===== config.mk =====
export PLATFORM = sky130hd
export DESIGN_NAME = fir_run_ctrl
export DESIGN_NICKNAME = d
export VERILOG_FILES = /design/src/rtl/fir_ctrl_pkg.sv /design/src/rtl/btn_debounce.sv /design/src/rtl/fir_run_ctrl.sv
export SDC_FILE = /design/constraint.sdc
export NUM_CORES = 1
export LEC_CHECK = 0
export ABC_AREA = 1
export CAP_MARGIN = 15
export CORE_MARGIN = 1.5
export CORE_UTILIZATION = 40
export CTS_BUF_LIST = sky130_fd_sc_hd__clkbuf_16
export DETAILED_ROUTE_END_ITERATION = 8
export DONT_BUFFER_PORTS = 1
export GPL_ROUTABILITY_DRIVEN = 0
export PLACE_DENSITY = 0.68
export SYNTH_ARGS = -nofsm -noshare
export SYNTH_HDL_FRONTEND = slang
export SYNTH_HIERARCHICAL = 1
export SYNTH_SLANG_ARGS = --single-unit

===== constraint.sdc =====
create_clock -name CLOCK_50 -period 1.9 [get_ports CLOCK_50]
set_clock_uncertainty 0.2 [all_clocks]
set_input_delay 0.19 -clock CLOCK_50 [delete_from_list [all_inputs] [get_ports CLOCK_50]]
set_output_delay 0.19 -clock CLOCK_50 [all_outputs]
set_load 0.01 [all_outputs]

===== src/rtl/fir_ctrl_pkg.sv =====
// Shared state encoding and parameter floors for the FIR run/sample sequencer.
package fir_ctrl_pkg;

    typedef enum logic [2:0] {
        ST_IDLE = 3'd0,
        ST_CLR  = 3'd1,
        ST_STEP = 3'd2,
        ST_LOAD = 3'd3,
        ST_CONV = 3'd4,
        ST_WAIT = 3'd5
    } state_t;

    localparam int MIN_SAMPLE_DIV = 8;
    localparam int MIN_DEB_CYC    = 2;

    // Raises an out-of-range parameter to its floor instead of building a broken counter.
    function automatic int clamp_min(input int value, input int floor_value);
        return (value < floor_value) ? floor_value : value;
    endfunction

endpackage


===== src/rtl/btn_debounce.sv =====
// Two-flop synchroniser plus stability counter for an active-low push-button.
// press_evt pulses for one cycle when the accepted level falls; releases produce nothing.
module btn_debounce
    import fir_ctrl_pkg::*;
#(
    parameter int DEB_CYC = 250000
) (
    input  logic clk,
    input  logic rst,
    input  logic btn_n,
    output logic press_evt
);

    localparam int               DEB      = clamp_min(DEB_CYC, MIN_DEB_CYC);
    localparam int               CNT_W    = $clog2(DEB);
    localparam logic [CNT_W-1:0] CNT_LAST = CNT_W'(DEB - 1);

    logic             sync_a;
    logic             sync_b;
    logic             level;
    logic [CNT_W-1:0] cnt;

    // NOTE: non-blocking assignments keep the two synchroniser stages as two distinct flops.
    always_ff @(posedge clk) begin
        if (rst) begin
            // NOTE: every stage resets to the released level, so leaving reset never looks like a press.
            sync_a    <= 1'b1;
            sync_b    <= 1'b1;
            level     <= 1'b1;
            cnt       <= '0;
            press_evt <= 1'b0;
        end else begin
            sync_a    <= btn_n;
            sync_b    <= sync_a;
            press_evt <= 1'b0;
            if (sync_b == level) begin
                cnt <= '0;
            end else if (cnt == CNT_LAST) begin
                cnt       <= '0;
                level     <= sync_b;
                press_evt <= ~sync_b;
            end else begin
                cnt <= cnt + CNT_W'(1);
            end
        end
    end

endmodule


===== src/rtl/fir_run_ctrl.sv =====
// Run/sample sequencer: debounced start/stop, paced lfsr_step -> ma_load -> bcd_start strobes.
// Define FIR_RUN_CTRL_SINGLE_STEP_EN to add the step_n single-sample button.
module fir_run_ctrl
    import fir_ctrl_pkg::*;
#(
    parameter int SAMPLE_DIV = 50000,
    parameter int DEB_CYC    = 250000,
    parameter int CNT_W      = 36
) (
    input  logic             CLOCK_50,
    input  logic             rst,
    input  logic             btn_n,
`ifdef FIR_RUN_CTRL_SINGLE_STEP_EN
    input  logic             step_n,
`endif
    input  logic             bcd_done,
    output logic             run,
    output logic             dp_clr,
    output logic             lfsr_step,
    output logic             ma_load,
    output logic             bcd_start,
    output logic [CNT_W-1:0] sample_cnt,
    output logic             overrun
);

    localparam int               DIV      = clamp_min(SAMPLE_DIV, MIN_SAMPLE_DIV);
    localparam int               DIV_W    = $clog2(DIV);
    localparam logic [DIV_W-1:0] DIV_LAST = DIV_W'(DIV - 1);

    state_t           state;
    state_t           state_nxt;
    logic [DIV_W-1:0] divider;
    logic             stop_req;
    logic             conv_first;
    logic             press_evt;
    logic             step_evt;
    logic             single;
    logic             running;
    logic             done_ok;
    logic             slot_over;

    btn_debounce #(.DEB_CYC(DEB_CYC)) u_btn (
        .clk       (CLOCK_50),
        .rst       (rst),
        .btn_n     (btn_n),
        .press_evt (press_evt)
    );

`ifdef FIR_RUN_CTRL_SINGLE_STEP_EN
    btn_debounce #(.DEB_CYC(DEB_CYC)) u_step (
        .clk       (CLOCK_50),
        .rst       (rst),
        .btn_n     (step_n),
        .press_evt (step_evt)
    );

    // Marks a one-shot sample launched from IDLE; it never raises run.
    always_ff @(posedge CLOCK_50) begin
        if (rst) begin
            single <= 1'b0;
        end else if (state == ST_IDLE) begin
            single <= step_evt && !press_evt;
        end
    end
`else
    assign step_evt = 1'b0;
    assign single   = 1'b0;
`endif

    assign running   = (state != ST_IDLE) && !single;
    // A done coinciding with bcd_start belongs to no conversion of ours.
    assign done_ok   = (state == ST_CONV) && bcd_done && !conv_first;
    assign slot_over = (divider == DIV_LAST);

    always_ff @(posedge CLOCK_50) begin
        if (rst) begin
            state <= ST_IDLE;
        end else begin
            state <= state_nxt;
        end
    end

    always_comb begin
        state_nxt = state;
        case (state)
            ST_IDLE: begin
                if (press_evt) begin
                    state_nxt = ST_CLR;
                end else if (step_evt) begin
                    state_nxt = ST_STEP;
                end
            end
            ST_CLR:  state_nxt = ST_STEP;
            ST_STEP: state_nxt = stop_req ? ST_IDLE : ST_LOAD;
            ST_LOAD: state_nxt = ST_CONV;
            ST_CONV: begin
                if (done_ok) begin
                    if (stop_req || single) begin
                        state_nxt = ST_IDLE;
                    end else if (slot_over) begin
                        state_nxt = ST_STEP;
                    end else begin
                        state_nxt = ST_WAIT;
                    end
                end
            end
            ST_WAIT: begin
                if (stop_req) begin
                    state_nxt = ST_IDLE;
                end else if (slot_over) begin
                    state_nxt = ST_STEP;
                end
            end
            default: state_nxt = ST_IDLE;
        endcase
    end

    // The divider restarts on every entry into STEP, so the STEP cycle itself is count 0.
    always_ff @(posedge CLOCK_50) begin
        if (rst) begin
            divider    <= '0;
            stop_req   <= 1'b0;
            conv_first <= 1'b0;
            sample_cnt <= '0;
            overrun    <= 1'b0;
        end else begin
            conv_first <= (state == ST_LOAD);

            if (state_nxt == ST_STEP) begin
                divider <= '0;
            end else if (running && !slot_over) begin
                divider <= divider + DIV_W'(1);
            end

            if (state == ST_IDLE) begin
                stop_req <= 1'b0;
            end else if (running && press_evt) begin
                stop_req <= 1'b1;
            end

            if (state == ST_CLR) begin
                sample_cnt <= '0;
                overrun    <= 1'b0;
            end else if (done_ok) begin
                if (sample_cnt != '1) begin
                    sample_cnt <= sample_cnt + CNT_W'(1);
                end
                if (running && slot_over) begin
                    overrun <= 1'b1;
                end
            end
        end
    end

    // NOTE: every output gets a default first so this block never infers a latch.
    always_comb begin
        run       = 1'b0;
        dp_clr    = 1'b0;
        lfsr_step = 1'b0;
        ma_load   = 1'b0;
        bcd_start = 1'b0;
        // Qualified with rst so nothing strobes while a reset is being applied.
        if (!rst) begin
            run       = running;
            dp_clr    = (state == ST_CLR);
            lfsr_step = (state == ST_STEP);
            ma_load   = (state == ST_LOAD);
            bcd_start = (state == ST_CONV) && conv_first;
        end
    end

endmodule


==> results.txt <==
reg-to-reg endpoint -> sample_cnt[19]
initial antenna violation count -> 0
Final Setup Violations -> 0
Seq cells post-synth -> 80
Non-Filler Instances -> 969
post-synthesis adder-cell area fraction -> 0.789%
Post-Route WL -> 12700 um
Mean Syn Cell Area -> 6.36 um2
Syn-to-layout area delta -> 24.4%
total power -> 3280 uW
Die Span Y -> 112 um
Max Clock Freq -> 538 MHz
WP data required -> 1.98 ns
Reg area -> 1620 um2
Synth async-reset ratio -> 0%
failing checks -> design-rule violations
nets@finish -> 828
Post-Place Worst Slack -> -0.0856 ns
VDD IR max -> 0.517 mV
simple-gate share of the synthesized area -> 40.7%
Fillers -> 1153
hold worst-path end -> state[1]
cts bufs inserted -> 9
Cell variety after synth -> 33
R2R depth -> 12
register area share after synthesis -> 33.7%
final antenna diode count -> 0
RR Startpoint -> sample_cnt[1]
CTS tree -> yes
DRT Pass-1 Iters -> 7
largest family of logic cells by synthesized area -> simple AND/OR/NAND/NOR gates
worst-skew pair later-pin latency -> 0.35 ns
Most common cell on crit path -> nor2_4
All-Layer GR Usage -> 20.4%
crit-path cells -> ha_4, nand2_4, nor2_4, nand2_4, nor2_4, nand3_4, nand2_8, buf_12, nor2_4, nand2_1, nand2_1, nor2_1
delay of the slowest critical-path stage -> 0.35 ns
most instantiated library cell after synthesis -> nand2_1
Synth warnings -> 6
clk sinks -> 80
post-synthesis compound-gate area fraction -> 9.36%
core area -> 11500 um2
Post-Syn Instances -> 748
Initial Utilization -> 41.3%
Syn Nets -> 755
Leak -> 0.00212 uW
Die Width -> 112 um
Worst slew margin -> 62.8%
R2R setup slack -> 0.04 ns
Die ar. -> 12600 um2
RSZ-0062 raised after global routing -> true
max-slew violations -> 0
grt ovf -> 0
num ports -> 46
Mapped Area -> 4760 um2
clock-pin slew on the worst setup and hold paths -> 0.06 ns
Yosys top cell by area -> dfxtp_1
Tcrit/Tclk final -> 97.8%
Worst Path Arrival -> 1.94 ns
minimum clock period -> 1.86 ns
Synth top cells by count -> nand2_1, nor2_1, dfxtp_1
Final WS setup -> 0.0410 ns
Hold Fails Final Rpt -> 0
Hold Path Origin -> bcd_done
CTS max path bufs -> 2
CP Capture Type -> register
multiplexer share of the synthesized area -> 0%
Via density -> 4.94
run status -> finished with violations
PwrDens -> 553 nW/um2
hold path cells -> 4
post-synth top area share -> 33.7%
number of enable flip-flop cells after synthesis -> 0
wire length of the first global-routing pass -> 20500 um
vias in the first global route -> 4345
hold_ws -> 0.0681 ns
# DRC -> 6
DR WL/cell -> 13.1 um
measured slew at the worst slew-check pin -> 0.553 ns
area of the multi-input gates -> 2920 um2
largest net degree at the start of global routing -> 32
Port-buffer cells -> 0
Synth Area in XOR/XNOR -> 6.81%
H-tree depth -> 3
Synth Flop Type -> dfxtp_1
CP Max Fanout -> 7
slowest CP cell -> dfxtp_2
layout cells sized above 1 -> 18.8%
Worst Setup Path Type -> register to register
Antenna Violating Nets Remaining -> 0
total number of vias -> 4791
max-cap viol count -> 0
Startpoint Class -> register
dpl hpwl -> 8940 um
cell count after placement -> 943
# rows -> 39
clk root buf -> clkbuf_16
initial DRC count -> 252
main area contributors after synthesis -> dfxtp_1, nand2_1, nor2_1
HP Class -> primary input to register
-- power by group --
part / switching [uW] / total (uW) / internal [uW]
sequential: 1.26 / 1680 / 1680
combinational: 38.7 / 57.5 / 18.8
clock: 678 / 1540 / 860
-- cell usage in the layout (no fill, tap or decap), types with 6 or more instances in the layout --
cell       instances
a21oi_1           53
dfxtp_1           70
nand2_4            6
a21oi_2            7
xor2_1            26
xnor2_1           11
nand2_1          247
nand4_1           15
nor2_4             7
o21ai_0            9
buf_4             66
nand3_1           28
dfxtp_2            9
nand3b_1           6
nor2_2            19
inv_1             74
nor3_1             8
nor2_1           106
clkbuf_16         11
-- sequential cells by signal (all words and copies together) (netlist names) --
signal           count
u_btn/sync_b         1
u_btn/sync_a         1
conv_first           1
sample_cnt          36
u_btn/level          1
overrun              1
state                3
divider             16
u_btn/press_evt      1
stop_req             1
u_btn/cnt           18
-- per-layer routing --
| layer | part of all wire, % | vias to the layer above | track usage, % | wire, um |
|---|---|---|---|---|
| li1 | - | 2505 | - | - |
| met1 | 44 | 2149 | 25.4 | 5620 |
| met2 | 48 | 118 | 33.8 | 6100 |
| met3 | 5.6 | 19 | 6.16 | 717 |
| met4 | 2.1 | 0 | 7.09 | 269 |
| met5 | 0 | - | 0 | 0 |
-- per-stage QoR --
step                      util [%]  TNS (ns)  cell area, um2
final                         51.4         0            5920
after floorplan                  -         0            4770
after global routing          51.4    -0.533            5920
after detailed placement      46.7    -0.636            5370
after global placement        46.7    -0.193            5370
after CTS                     49.4         0            5690
-- what timing repair did --
| item | CTS | global route |
|---|---|---|
| setup buffers | 0 | 3 |
| setup endpoints to repair | 44 | 50 |
| endpoints found under the hold margin | 17 | 0 |
| pin swaps | 2 | 11 |
| gates resized for setup | 6 | 41 |
| gates cloned | 2 | 2 |
| hold buffers | 3 | 0 |
-- worst max path at each step --
stage	endpoint	slack, ns	from	cells past startpoint
4_1_cts	sample_cnt[26]	0.001	sample_cnt[13]	9
3_3_place_gp	sample_cnt[26]	-0.08	sample_cnt[0]	11
5_1_grt	sample_cnt[19]	-0.07	sample_cnt[1]	12
6_report	sample_cnt[19]	0.04	sample_cnt[1]	12
3_5_place_dp	sample_cnt[26]	-0.09	sample_cnt[0]	10
2_1_floorplan	sample_cnt[1]	0.02	sample_cnt[0]	11
-- kinds of logic (layout without fill, tap and decap cells) --
logic type | after synthesis | count (layout)
AO/OA/AOI/OAI | 81 | 81
XOR/XNOR | 37 | 37
adder cells (fa/ha/maj) | 3 | 3
buffers and inverters | 91 | 167
flip-flops | 80 | 80
AND/OR/NAND/NOR | 456 | 458
-- layout make-up --
| cell class | instances | share of cell area [%] |
|---|---|---|
| multi-input combinational | 579 | 49.3 |
| inverter | 76 | 4.99 |
| timing repair buffer | 75 | 11.1 |
| clock inverter | 7 | 0.528 |
| sequential | 80 | 27.3 |
| clock buffer | 9 | 3.80 |
| tap | 143 | 3.02 |
-- worst max-delay path, delay by kind of cell, from the launching register on --
kind | cells | cell delay (ns)
flops | 1 | 0.35
fa+ha+maj | 1 | 0.15
buf+inv | 1 | 0.14
simple gates | 10 | 0.94
Power figures use the tool's default switching activity.
